==> src/rtl/hulohot_seq_alu_pkg.sv <==
// hulohot_alu_pkg: opcode encodings and handshake FSM states shared by the ALU files
package hulohot_alu_pkg;
  localparam logic [2:0] OP_ADD = 3'b000;
  localparam logic [2:0] OP_SUB = 3'b001;
  localparam logic [2:0] OP_AND = 3'b010;
  localparam logic [2:0] OP_OR  = 3'b011;
  localparam logic [2:0] OP_XOR = 3'b100;
  localparam logic [2:0] OP_SHL = 3'b101;
  localparam logic [2:0] OP_SHR = 3'b110;
  localparam logic [2:0] OP_MUL = 3'b111;
  typedef enum logic [1:0] {S_IDLE, S_MUL, S_DONE} state_t;
endpackage

==> src/rtl/hulohot_seq_alu_if.sv <==
// hulohot_seq_alu_if: command (in_valid/in_ready/a/b/opcode) and result (out_valid/out_ready/z/zero/err) handshakes; master drives commands, slave is the ALU
interface hulohot_seq_alu_if #(parameter int WIDTH = 3);
  localparam int ZW = 2 * WIDTH;
  logic in_valid, in_ready, out_valid, out_ready, zero, err;
  logic [WIDTH-1:0] a, b;
  logic [2:0] opcode;
  logic [ZW-1:0] z;
  modport master(output in_valid, a, b, opcode, out_ready, input in_ready, out_valid, z, zero, err);
  modport slave(input in_valid, a, b, opcode, out_ready, output in_ready, out_valid, z, zero, err);
endinterface

==> src/rtl/hulohot_seq_alu_mul.sv <==
// hulohot_alu_mul_seq: shift-add multiplier (clk, rst, start loads a/b, done high when p holds the 2*WIDTH-bit product after WIDTH steps)
module hulohot_alu_mul_seq #(parameter int WIDTH = 3) (
  input  logic                 clk,
  input  logic                 rst,
  input  logic                 start,
  input  logic [WIDTH-1:0]     a,
  input  logic [WIDTH-1:0]     b,
  output logic                 done,
  output logic [2*WIDTH-1:0]   p
);
  localparam int CW = $clog2(WIDTH + 1);
  logic [2*WIDTH-1:0] mc;
  logic [WIDTH-1:0] mp;
  logic [CW-1:0] cnt;
  always_ff @(posedge clk) begin
    if (rst) begin
      cnt <= '0;
      p <= '0;
    end else if (start) begin
      p <= '0;
      mc <= (2*WIDTH)'(a);
      mp <= b;
      cnt <= CW'(WIDTH);
    end else if (cnt != '0) begin
      p <= mp[0] ? p + mc : p;
      mc <= mc << 1;
      mp <= mp >> 1;
      cnt <= cnt - 1'b1;
    end
  end
  assign done = cnt == '0;
endmodule

==> src/rtl/hulohot_seq_alu.sv <==
// hulohot_seq_alu: registered valid/ready ALU (clk, rst, bus slave: a/b/opcode in, z/zero/err out); define ALU_MUL_EN for the iterative MUL, otherwise opcode 111 reports err
module hulohot_seq_alu
  import hulohot_alu_pkg::*;
#(parameter int WIDTH = 3) (
  input logic clk,
  input logic rst,
  hulohot_seq_alu_if.slave bus
);
  localparam int ZW = 2 * WIDTH;
  state_t state;
  logic [WIDTH-1:0] ra, rb, shl;
  logic [2:0] rop;
  logic [ZW-1:0] res, prod;
  logic bad, mul_done;
`ifdef ALU_MUL_EN
  localparam logic mul_en = 1'b1;
  hulohot_alu_mul_seq #(.WIDTH(WIDTH)) u_mul (
    .clk(clk),
    .rst(rst),
    .start(state == S_IDLE && bus.in_valid && bus.opcode == OP_MUL),
    .a(bus.a),
    .b(bus.b),
    .done(mul_done),
    .p(prod)
  );
`else
  localparam logic mul_en = 1'b0;
  assign mul_done = 1'b0;
  assign prod = '0;
`endif
  always_comb begin
    res = '0;
    bad = 1'b0;
    shl = ra << rb;
    case (rop)
      OP_ADD: res = ZW'(ra) + ZW'(rb);
      OP_SUB: res = ZW'({ra < rb, ra - rb});
      OP_AND: res = ZW'(ra & rb);
      OP_OR:  res = ZW'(ra | rb);
      OP_XOR: res = ZW'(ra ^ rb);
      OP_SHL: res = ZW'(shl);
      OP_SHR: res = ZW'(ra >> rb);
      default: bad = 1'b1;
    endcase
  end
  always_ff @(posedge clk) begin
    if (rst) begin
      state <= S_IDLE;
      bus.in_ready <= 1'b1;
      bus.out_valid <= 1'b0;
      bus.z <= '0;
      bus.zero <= 1'b0;
      bus.err <= 1'b0;
    end else begin
      case (state)
        S_IDLE: if (bus.in_valid) begin
          ra <= bus.a;
          rb <= bus.b;
          rop <= bus.opcode;
          bus.in_ready <= 1'b0;
          state <= (mul_en && bus.opcode == OP_MUL) ? S_MUL : S_DONE;
        end
        S_MUL: if (mul_done) begin
          state <= S_DONE;
          bus.out_valid <= 1'b1;
          bus.z <= prod;
          bus.zero <= prod == '0;
          bus.err <= 1'b0;
        end
        S_DONE: if (!bus.out_valid) begin
          bus.out_valid <= 1'b1;
          bus.z <= res;
          bus.zero <= res == '0;
          bus.err <= bad;
        end else if (bus.out_ready) begin
          state <= S_IDLE;
          bus.out_valid <= 1'b0;
          bus.in_ready <= 1'b1;
        end
        default: state <= S_IDLE;
      endcase
    end
  end
endmodule

==> src/flat_wrapper.sv <==
// flat-port wrapper written by rule: the top's interface ports become plain ports
module hulohot_seq_alu_flat import hulohot_alu_pkg::*;
#(parameter int WIDTH = 3)
  (clk, rst, bus_in_valid, bus_a, bus_b, bus_opcode, bus_out_ready, bus_in_ready, bus_out_valid, bus_z, bus_zero, bus_err);
  hulohot_seq_alu_if #(.WIDTH(WIDTH)) bus_i ();
  input logic clk;
  input logic rst;
  input wire logic [$bits(bus_i.in_valid)-1:0] bus_in_valid;
  input wire logic [$bits(bus_i.a)-1:0] bus_a;
  input wire logic [$bits(bus_i.b)-1:0] bus_b;
  input wire logic [$bits(bus_i.opcode)-1:0] bus_opcode;
  input wire logic [$bits(bus_i.out_ready)-1:0] bus_out_ready;
  output wire logic [$bits(bus_i.in_ready)-1:0] bus_in_ready;
  output wire logic [$bits(bus_i.out_valid)-1:0] bus_out_valid;
  output wire logic [$bits(bus_i.z)-1:0] bus_z;
  output wire logic [$bits(bus_i.zero)-1:0] bus_zero;
  output wire logic [$bits(bus_i.err)-1:0] bus_err;
  assign bus_i.in_valid = bus_in_valid;
  assign bus_i.a = bus_a;
  assign bus_i.b = bus_b;
  assign bus_i.opcode = bus_opcode;
  assign bus_i.out_ready = bus_out_ready;
  assign bus_in_ready = bus_i.in_ready;
  assign bus_out_valid = bus_i.out_valid;
  assign bus_z = bus_i.z;
  assign bus_zero = bus_i.zero;
  assign bus_err = bus_i.err;
  hulohot_seq_alu #(.WIDTH(WIDTH)) u_core (.clk(clk), .rst(rst), .bus(bus_i));
endmodule
==> config.mk <==
export PLATFORM = sky130hd
export DESIGN_NAME = hulohot_seq_alu_flat
export DESIGN_NICKNAME = d
export VERILOG_FILES = /design/src/rtl/hulohot_seq_alu_pkg.sv /design/src/rtl/hulohot_seq_alu_if.sv /design/src/rtl/hulohot_seq_alu_mul.sv /design/src/rtl/hulohot_seq_alu.sv /design/src/flat_wrapper.sv
export SDC_FILE = /design/constraint.sdc
export NUM_CORES = 1
export LEC_CHECK = 0
export ABC_AREA = 1
export BUFFER_PORTS_ARGS = -buffer_cell sky130_fd_sc_hd__buf_2
export CORE_MARGIN = 1
export CORE_UTILIZATION = 35
export DETAILED_ROUTE_END_ITERATION = 6
export HOLD_SLACK_MARGIN = 0.02
export PLACE_DENSITY = 0.65
export REMOVE_ABC_BUFFERS = 1
export SLEW_MARGIN = 20
export SYNTH_ARGS = -nofsm -noshare
export SYNTH_HDL_FRONTEND = slang
export SYNTH_SLANG_ARGS = --single-unit
==> constraint.sdc <==
create_clock -name clk -period 3.44 [get_ports clk]
set_input_delay 0.344 -clock clk [delete_from_list [all_inputs] [get_ports clk]]
set_output_delay 0.344 -clock clk [all_outputs]
set_load 0.05 [all_outputs]
# Word level (Yosys, flattened, before mapping)
# Cells that the tools add are included.
# op_classes
addsub,2
order_cmp,1
n_eq_ne,11
shift,2
muxes,12
bitwise_logic,6
n_reduce_logical,9
# ops
op,n
$pmux W6 S7,1
$eq A3 B3 Y1 const B,3
$reduce_and A4 Y1,2
$reduce_or A7 Y1,1
$eq A3 B2 Y1 const B,2
$logic_not A6 Y1,1
$mux W1,6
$mux W2,3
$pmux W2 S3,1
$shr A3 B3 Y6,1
$add A3 B3 Y4,1
$ne A2 B2 Y1 const B,2
$and A3 B3 Y3,1
$eq A3 B1 Y1 const B,1
$logic_not A3 Y1,1
$lt A3 B3 Y1,1
$not A1 Y1,3
$or A3 B3 Y3,1
$reduce_and A3 Y1,1
$shl A3 B3 Y3,1
$sub A3 B3 Y3,1
$xor A3 B3 Y3,1
$eq A2 B1 Y1 const B,1
$eq A2 B2 Y1 const B,1
5 further kinds,5
# totals
ff_bits,21
input_bits,13
output_inout_bits,10
elab_cells,52

# Depth between registers and ports, before layout
# Gate-level depths: netlist of the first run.
# logic_depth
word_depth,3
ltp_mapped,12
depth_no_buf,12

# Least setup slack after synthesis of the first run
# OpenSTA, ideal clock, no wires.
# synth_path
kind,reg2reg
from,register u_core.ra[0]
to,register u_core.bus.z[2]
setup_time_ns,0.115
arrival_ns,1.602
required_ns,3.325
slack_ns,1.723
path_stages_with_launch,12
path_buffers,0
synth_period_minus_slack_ns,1.717
path_cell_list,edfxtp_1 > inv_1 > ha_1 > inv_1 > fa_1 > xnor2_1 > nand2_1 > nand2_1 > nor2_1 > nand2_1 > o21ai_0 > inv_1
# synth_between
elab_chain_len,2
elab_cells_between_ends,5
classes_between,add/sub: 2; shift: 2; mux: 1
# synth_rtl
item,line,rtl
from (decl),hulohot_seq_alu.sv:11,"logic [WIDTH-1:0] ra, rb, shl;"
from (signal assigned),hulohot_seq_alu.sv:57,ra <= bus.a;
"$sub A3 B3 Y3, or another cell as far along",hulohot_seq_alu.sv:37,"OP_SUB: res = ZW'({ra < rb, ra - rb});"
$pmux W6 S7 *,hulohot_seq_alu.sv:35,case (rop)
to (signal assigned),hulohot_seq_alu.sv:66,bus.z <= prod;
to (signal assigned),hulohot_seq_alu.sv:72,bus.z <= res;
to (decl),hulohot_seq_alu_if.sv:9,"modport slave(input in_valid, a, b, opcode, out_ready, output in_ready, out_valid, z, zero, err);"
# Mark *: on every way between the ends. The rest lies on a longest branch, timed or not.
# A chain may end at the register's enable or synchronous reset.

# Worst setup path after layout of the first run
# layout_path
from,register u_core.ra[0]
to,register u_core.bus.zero
# layout_between
elab_chain_len,3
elab_cells_between_ends,10
classes_between,add/sub: 2; order compare: 1; shift: 2; mux: 1; bitwise: 3; reduce/logical: 1
# layout_rtl
item,line,rtl
"$sub A3 B3 Y3, or another cell as far along",hulohot_seq_alu.sv:37,
$pmux W6 S7 *,hulohot_seq_alu.sv:35,
$logic_not A6 Y1 *,hulohot_seq_alu.sv:73,bus.zero <= res == '0;
to (signal assigned),hulohot_seq_alu.sv:52,bus.zero <= 1'b0;
to (signal assigned),hulohot_seq_alu.sv:67,bus.zero <= prod == '0;
to (signal assigned),hulohot_seq_alu.sv:73,
to (decl),hulohot_seq_alu_if.sv:9,
# Marked as above.

==> metrics.md, run 1 <==
| Metric | Value |
|---|---|
| Run status | `finished clean` |
| Clock tree root driver cell | `clkbuf_4` |
| Latest clock arrival within the worst-skew pair | `300 ps` |
| Clock edge transition at the registers on the reported setup and hold paths | `100 ps` |
| Max-slew violation total from the final report | `0` |
| Gp weighted congestion | `slightly above 0.9` |
| Post-placement setup slack | `around 1600 ps` |
| Maximum number of pins on one net before global-route repair | `11` |
| Antenna diode count | `0` |
| Nets | `slightly above 200` |
| Mean instance size in the synthesized netlist | `between 7 and 8 um^2` |
| Instance count of the mapped netlist | `156` |
| Routed wire length per instance | `between 10 and 15 um` |
| Hold violation total from the final report | `0` |
| Int Power | `0.000334 W` |
| Power share of the combinational group | `21.2%` |
| Dpl cell area | `approximately 0.0013 mm^2` |
| Static Leakage | `0.705 nW` |
| Clock network fraction of design power | `26.8%` |
| Net switching fraction of the power | `between 30 and 40%` |
| Fraction of final layout cells with drive strength greater than 1 | `between 10% and 20%` |
| Crit path setup slack, layout | `about 1500 ps` |
| Clock tree from TritonCTS | `built` |
| Combined global-route utilization of all metal layers | `between 10 and 15%` |
| P per Cell Area | `between 300 and 400 mW/mm^2` |
| Via count | `around 1000` |
| Power share of the sequential group | `52.0%` |
| First-pass GRT wire length | `roughly 3600 um` |
| Worst Path Class, Setup | `reg -> reg` |
| IR drop worst, VDD | `about 0.25 mV` |
| Post-CTS Setup Repair Bufs | `0` |
| Post-layout total power | `about 0.00048 W` |
| Cells taking the most area after synthesis | `edfxtp_1, dfxtp_1, nand2_1` |
| Number of max-cap violations | `0` |
| Clock buffer depth | `2` |
| Port-buffer cells | `20` |
| Clock sink total | `18` |
| Worst Path Max Fanout | `4` |
| Residual overflow from global routing | `0` |
| Count of antenna-violating nets left after detailed routing | `0` |
| Die Area | `0.00363 mm^2` |
| Design Area, Final | `roughly 0.0014 mm^2` |
| Number of violations reported at the end of detailed-routing iteration 0 | `22` |
| Post-DR vias/cell | `between 4 and 5` |
| Fraction of met2 tracks used by global routing | `21.8%` |
| Peak-usage layer in the global routing report | `met2` |
| Proportion of netlist area held by the largest area contributor | `between 20 and 25%` |
| Most area-hungry cell type in the Yosys netlist | `edfxtp_1` |
| Endpoint class of the critical path | `flop` |
| Count of placed standard cells including taps | `between 200 and 250` |
| Height of the chip | `around 60 um` |
| GRT met1 Usage | `between 15 and 20%` |
| Total number of yosys warnings | `0` |
| Post-route non-filler standard cell count | `approximately 220` |
| Classification of the worst-slack hold path | `in -> reg` |
| Number of rows in the core area | `20` |
| Number of iterations in the first detailed-routing pass | `4` |
| Clock buffers created by TritonCTS | `3` |
| Number of synthesized register bits | `18` |
| Top-level port count | `23` |
| Launching element type of the critical path | `flop` |
| Portion of the post-synthesis area used by sequential elements | `between 30 and 40%` |
| WP data required | `between 3000 and 4000 ps` |
| Core box area | `between 0.003 and 0.004 mm^2` |
| Post-Syn Area | `approximately 0.0012 mm^2` |
| DRC violation count after routing | `0` |
| Initial cell density of the core | `~38%` |
| Period utilization | `between 50 and 60%` |
| Count of cells resized by post-cts repair | `0` |
| Final worst path period need | `between 1500 and 2000 ps` |
| Maximum clock skew at final layout | `6.39 ps` |
| Placed wire-length estimate after detailed placement | `around 1800 um` |
| Final WL | `approximately 2200 um` |
| Setup repair after global routing missed its margin | `false` |
| Max Clock Freq | `about 0.53 GHz` |
| Worst path arrival time | `between 2000 and 2500 ps` |
| Final number of setup-violating endpoints | `0` |
| Area overhead of the layout relative to synthesis | `13.7%` |
| Switching component of the power | `approximately 0.00015 W` |
| Number of antenna violations at the first check in global routing | `0` |
| M3 GR Usage | `about 1.7%` |
| Unique cell type count in the Yosys netlist | `22` |
| Total of hold buffers inserted after clock tree synthesis | `0` |
| Die Width | `~60 um` |
| Number of global-route vias before repair | `907` |
| Post-Route Setup TNS | `0 ps` |
| Htree depth | `1` |
metal layers:
layer	wire [um]	vias to the layer above
met4	51	0
met1	1100	436
li1	-	541
met5	0	-
met3	39	5
met2	1030	15
worst paths after layout:
| path | start | to | slack [ps] | cells past startpoint |
|---|---|---|---|---|
| hold reg to reg | u_core.bus.zero | u_core.bus.zero | 480 | 2 |
| hold / removal | bus_opcode[2] | u_core.rop[2] | 210 | 1 |
| setup reg to reg | u_core.ra[0] | u_core.bus.zero | 1540 | 12 |
| setup / recovery | u_core.ra[0] | u_core.bus.zero | 1540 | 12 |
metrics by stage:
stage,utilization (%),hold slack [ps]
finish,43.2,214
CTS,43.2,204
detailed placement,42.0,466
floorplan,-,413
global route,43.2,193
global placement,42.0,463
layout by cell type, fill, tap and decap left out:
cell type / synthesis / routed
nand2_1: 36 / 36
inv_1: 25 / 25
buf_2: 0 / 20
nor2_1: 18 / 18
nand3_1: 14 / 14
ha_1: 10 / 10
dfxtp_1: 9 / 9
edfxtp_1: 9 / 9
o21ai_0: 8 / 8
a21oi_1: 6 / 6
nand4_1: 4 / 4
nor3_1: 3 / 3
clkbuf_4: 0 / 3
nand3b_1: 2 / 2
fa_1: 2 / 2
conb_1: 1 / 2
nor2_2: 1 / 1
inv_2: 1 / 1
nor3_2: 1 / 1
o211ai_1: 1 / 1
xnor2_1: 1 / 1
clkbuf_8: 1 / 1
buf_4: 2 / 1
critical path, stage by stage (launching register included):
cell      delay [ps]
edfxtp_1         440
inv_1            140
ha_1             180
inv_1             50
fa_1             370
xnor2_1          130
nand2_1           60
nand2_1           40
nor2_1            90
nand2_1           70
nor2_1            90
nand2_1           50
a21oi_1          110
power groups by stage:
stage | Combinational [W] | Sequential [W] | Clock (W)
after floorplan | 0.0000509 | 0.000278 | 0
after global placement | 0.000103 | 0.000255 | 0
after detailed placement | 0.000102 | 0.000255 | 0
after CTS | 0.000102 | 0.000250 | 0.000135
after global routing | 0.000114 | 0.000252 | 0.000144
final | 0.000102 | 0.000250 | 0.000129
Yosys cell counts:
cell and instances:
edfxtp_1 9, nand4_1 4, nand3b_1 2, inv_2 1, dfxtp_1 9, buf_6 1
nor2_1 18, xnor2_1 1, nor2_2 1, a21oi_1 6, buf_4 2, ha_1 10
inv_1 25, o211ai_1 1, conb_1 1, o21ai_0 8, fa_1 2, nand2_1 36
nor3_2 1, nor3_1 3, nand3_1 14, clkbuf_8 1
area by class of cell:
cell class / instances / area, um^2
clock buffer: 4 / 36.3
fill: 319 / 1780
inverter: 26 / 97.6
multi-input combinational: 109 / 603
sequential: 18 / 450
tap: 44 / 55.1
timing repair buffer: 21 / 108
kinds of logic after synthesis:
family                     synth area share, %
other                                    0.316
DFF                                       37.9
adders and majority gates                 13.9
buffers and inverters                     11.6
and+or+nand+nor                           29.0
xor gates and xnor gates                 0.738
AOI/OAI and AO/OA                         6.53
state kept, by name (all words and copies together), names as in the netlist:
signal,flops
u_core.bus.out_valid,1
u_core.bus.in_ready,1
u_core.rb,3
u_core.bus.err,1
u_core.state,1
u_core.rop,3
u_core.ra,3
u_core.bus.zero,1
u_core.bus.z,4
Note: power is estimated with default switching activity, not from simulation.
==> inputs of run 2 (changes only) <==
--- a/config.mk
+++ b/config.mk
@@ -11,7 +11,7 @@
 export CORE_UTILIZATION = 35
 export DETAILED_ROUTE_END_ITERATION = 6
 export HOLD_SLACK_MARGIN = 0.02
-export PLACE_DENSITY = 0.65
+export PLACE_DENSITY = 0.67
 export REMOVE_ABC_BUFFERS = 1
 export SLEW_MARGIN = 20
 export SYNTH_ARGS = -nofsm -noshare
==> constraint.sdc (replaced) <==
create_clock -name clk -period 1.5 [get_ports clk]
set_input_delay 0.15 -clock clk [delete_from_list [all_inputs] [get_ports clk]]
set_output_delay 0.15 -clock clk [all_outputs]
set_load 0.05 [all_outputs]
==> metrics.md, run 2 (synthesized netlist as in run 1, its figures left out) <==
| Metric | Value |
|---|---|
| Final WL | `between 2000 and 3000 um` |
| Int Power | `0.000754 W` |
| Max Clock Freq | `0.549 GHz` |
| Worst path arrival time | `2040 ps` |
| Top-level port count | `23` |
| Final number of setup-violating endpoints | `4` |
| WP data required | `approximately 1700 ps` |
| Reg2Reg Setup Slack | `-320 ps` |
| Number of antenna violations at the first check in global routing | `0` |
| Core box area | `0.00313 mm^2` |
| Worst setup path endpoint | `u_core.bus.zero` |
| Clock sink total | `18` |
| Nets | `about 220` |
| Switching component of the power | `~0.00034 W` |
| Period utilization | `121%` |
| Number of iterations in the first detailed-routing pass | `4` |
| Crit path from | `u_core.ra[0]` |
| Power share of the combinational group | `a little over a quarter` |
| Worst Path Max Fanout | `3` |
| Crit path largest cell delay | `about 440 ps` |
| Logic depth of the worst setup path including buffers | `12` |
| Area overhead of the layout relative to synthesis | `30.1%` |
| Number of violations reported at the end of detailed-routing iteration 0 | `33` |
| Number of flip-flops under the largest register name | `4` |
| Height of the chip | `around 60 um` |
| Clock tree root driver cell | `clkbuf_4` |
| Run status | `finished, violations left` |
| Gp weighted congestion | `between 0.8 and 0.9` |
| Worst Path Class, Setup | `reg -> reg` |
| Hold violation total from the final report | `0` |
| DRC violation count after routing | `0` |
| Critical-path top delay cell | `edfxtp_1` |
| Die Area | `around 0.0036 mm^2` |
| Cell class contributing the biggest share of worst-path delay | `adder cells` |
| Combined global-route utilization of all metal layers | `between 15 and 20%` |
| Highest-count cells in the layout ignoring fill and taps | `nand2_1, inv_1, buf_2` |
| Post-DR vias/cell | `4.58` |
| Maximum clock skew at final layout | `between 3 and 4 ps` |
| IR drop worst, VDD | `about 0.7 mV` |
| Classification of the worst-slack hold path | `in -> reg` |
| Worst R2R Start | `u_core.ra[0]` |
| P per Cell Area | `710 mW/mm^2` |
| Net switching fraction of the power | `between 30% and 40%` |
| Maximum number of pins on one net before global-route repair | `11` |
| Clock buffers created by TritonCTS | `3` |
| Launching element type of the critical path | `flop` |
| Endpoint class of the critical path | `flop` |
| Setup repair after global routing missed its margin | `true` |
| Die Width | `between 60 and 70 um` |
| Latest clock arrival within the worst-skew pair | `about 280 ps` |
| Via count | `between 1k and 1.5k` |
| Crit path setup slack, layout | `-320 ps` |
| Antenna diode count | `0` |
| Count of antenna-violating nets left after detailed routing | `0` |
| Buffers plus inverters on the worst setup path | `2` |
| Power share of the sequential group | `roughly 52%` |
| Initial cell density of the core | `38.0%` |
| Final worst path period need | `roughly 1800 ps` |
| Htree depth | `1` |
| Clock network fraction of design power | `between 20 and 25%` |
| Clock tree from TritonCTS | `built` |
| Post-Route Setup TNS | `-855 ps` |
| Cell-by-cell listing of the critical path | `inv_2, ha_2, inv_2, fa_2, xnor2_1, nand2_1, nand2_1, nor2_1, nand2_1, nor2_1, nand2_1, a21oi_2` |
| Clock buffer depth | `2` |
| Number of rows in the core area | `20` |
| Biggest register | `u_core.bus.z` |
| Number of global-route vias before repair | `between 900 and 1k` |
| Failing checks | `negative setup slack` |
| First-pass GRT wire length | `4240 um` |
| Routed wire length per instance | `about 11 um` |
| Clock edge transition at the registers on the reported setup and hold paths | `roughly 100 ps` |
| Number of max-cap violations | `0` |
| Fraction of final layout cells with drive strength greater than 1 | `28.6%` |
| Worst reg-to-reg path cell count | `12` |
| Static Leakage | `0.780 nW` |
| Most common cell after layout, fill and taps aside | `nand2_1` |
| Placed wire-length estimate after detailed placement | `around 2000 um` |
| Residual overflow from global routing | `0` |
| Port-buffer cells | `20` |
| Worst hold slack after final layout | `around 37 ps` |
| Max-slew violation total from the final report | `0` |
| Capture point of the worst reg-to-reg path | `u_core.bus.zero` |
| Dominant cell type by count on the critical path | `nand2_1` |
==> run 2: cell types whose count changed in the layout (fill, tap and decap cells not counted), moves of 3 or more <==
| cell | before | now |
|---|---|---|
| buf_4 | 1 | 13 |
| inv_1 | 25 | 20 |
| ha_1 | 10 | 6 |
| o21ai_0 | 8 | 4 |
| o21ai_1 | 0 | 4 |
| buf_6 | 0 | 3 |
| dlygate4sd3_1 | 0 | 3 |
| inv_2 | 1 | 4 |
==> run 2: worst min path at each step <==
stage / startpoint / to / cells after the start
3_5_place_dp: bus_opcode[0] / u_core.rop[0] / 1
3_3_place_gp: bus_b[2] / u_core.rb[2] / 1
6_report: bus_a[1] / u_core.ra[1] / 1
4_1_cts: bus_opcode[0] / u_core.rop[0] / 1
5_1_grt: bus_a[2] / u_core.ra[2] / 1
2_1_floorplan: rst / u_core.bus.zero / 1
==> run 2: stage by stage <==
step	setup WS [ps]	instance area [um^2]	utilization (%)	cells	power, W
final	-320	1550	49.4	240	0.00110
after global routing	-445	1550	49.4	240	0.00115
after CTS	-308	1480	47.4	237	0.00109
after detailed placement	-334	1410	45.1	231	0.000840
after global placement	-303	1410	45.1	231	0.000840
after floorplan	-219	1150	-	153	0.000755
==> run 2: power groups by stage <==
stage	Combinational (W)	Clock [W]	Sequential, W
2_1_floorplan	0.000117	0	0.000638
3_3_place_gp	0.000257	0	0.000582
3_5_place_dp	0.000258	0	0.000582
4_1_cts	0.000269	0.000251	0.000572
5_1_grt	0.000313	0.000264	0.000578
6_report	0.000286	0.000240	0.000572
==> run 2: repair_timing <==
| action | in CTS | in global routing |
|---|---|---|
| endpoints found under the hold margin | 0 | 3 |
| gates resized for setup | 13 | 11 |
| cloned | 0 | 0 |
| hold buffers | 0 | 3 |
| setup endpoints to repair | 5 | 5 |
| pin swaps | 6 | 10 |
| buffers inserted | 2 | 2 |
==> run 2: metal layers <==
layer  vias up  part of all wire [%]  track usage (%)
li1        575                     -                -
met1       496                    47             20.6
met2        25                    49             26.2
met3         4                   2.8             1.95
met4         0                  0.70             3.32
met5         -                     0                0
==> run 2: area by class of cell <==
class	instances	area, um^2
fill	307	1580
multi-input combinational	109	649
sequential	18	450
timing repair buffer	39	262
inverter	26	103
tap	44	55.1
clock buffer	4	26.3
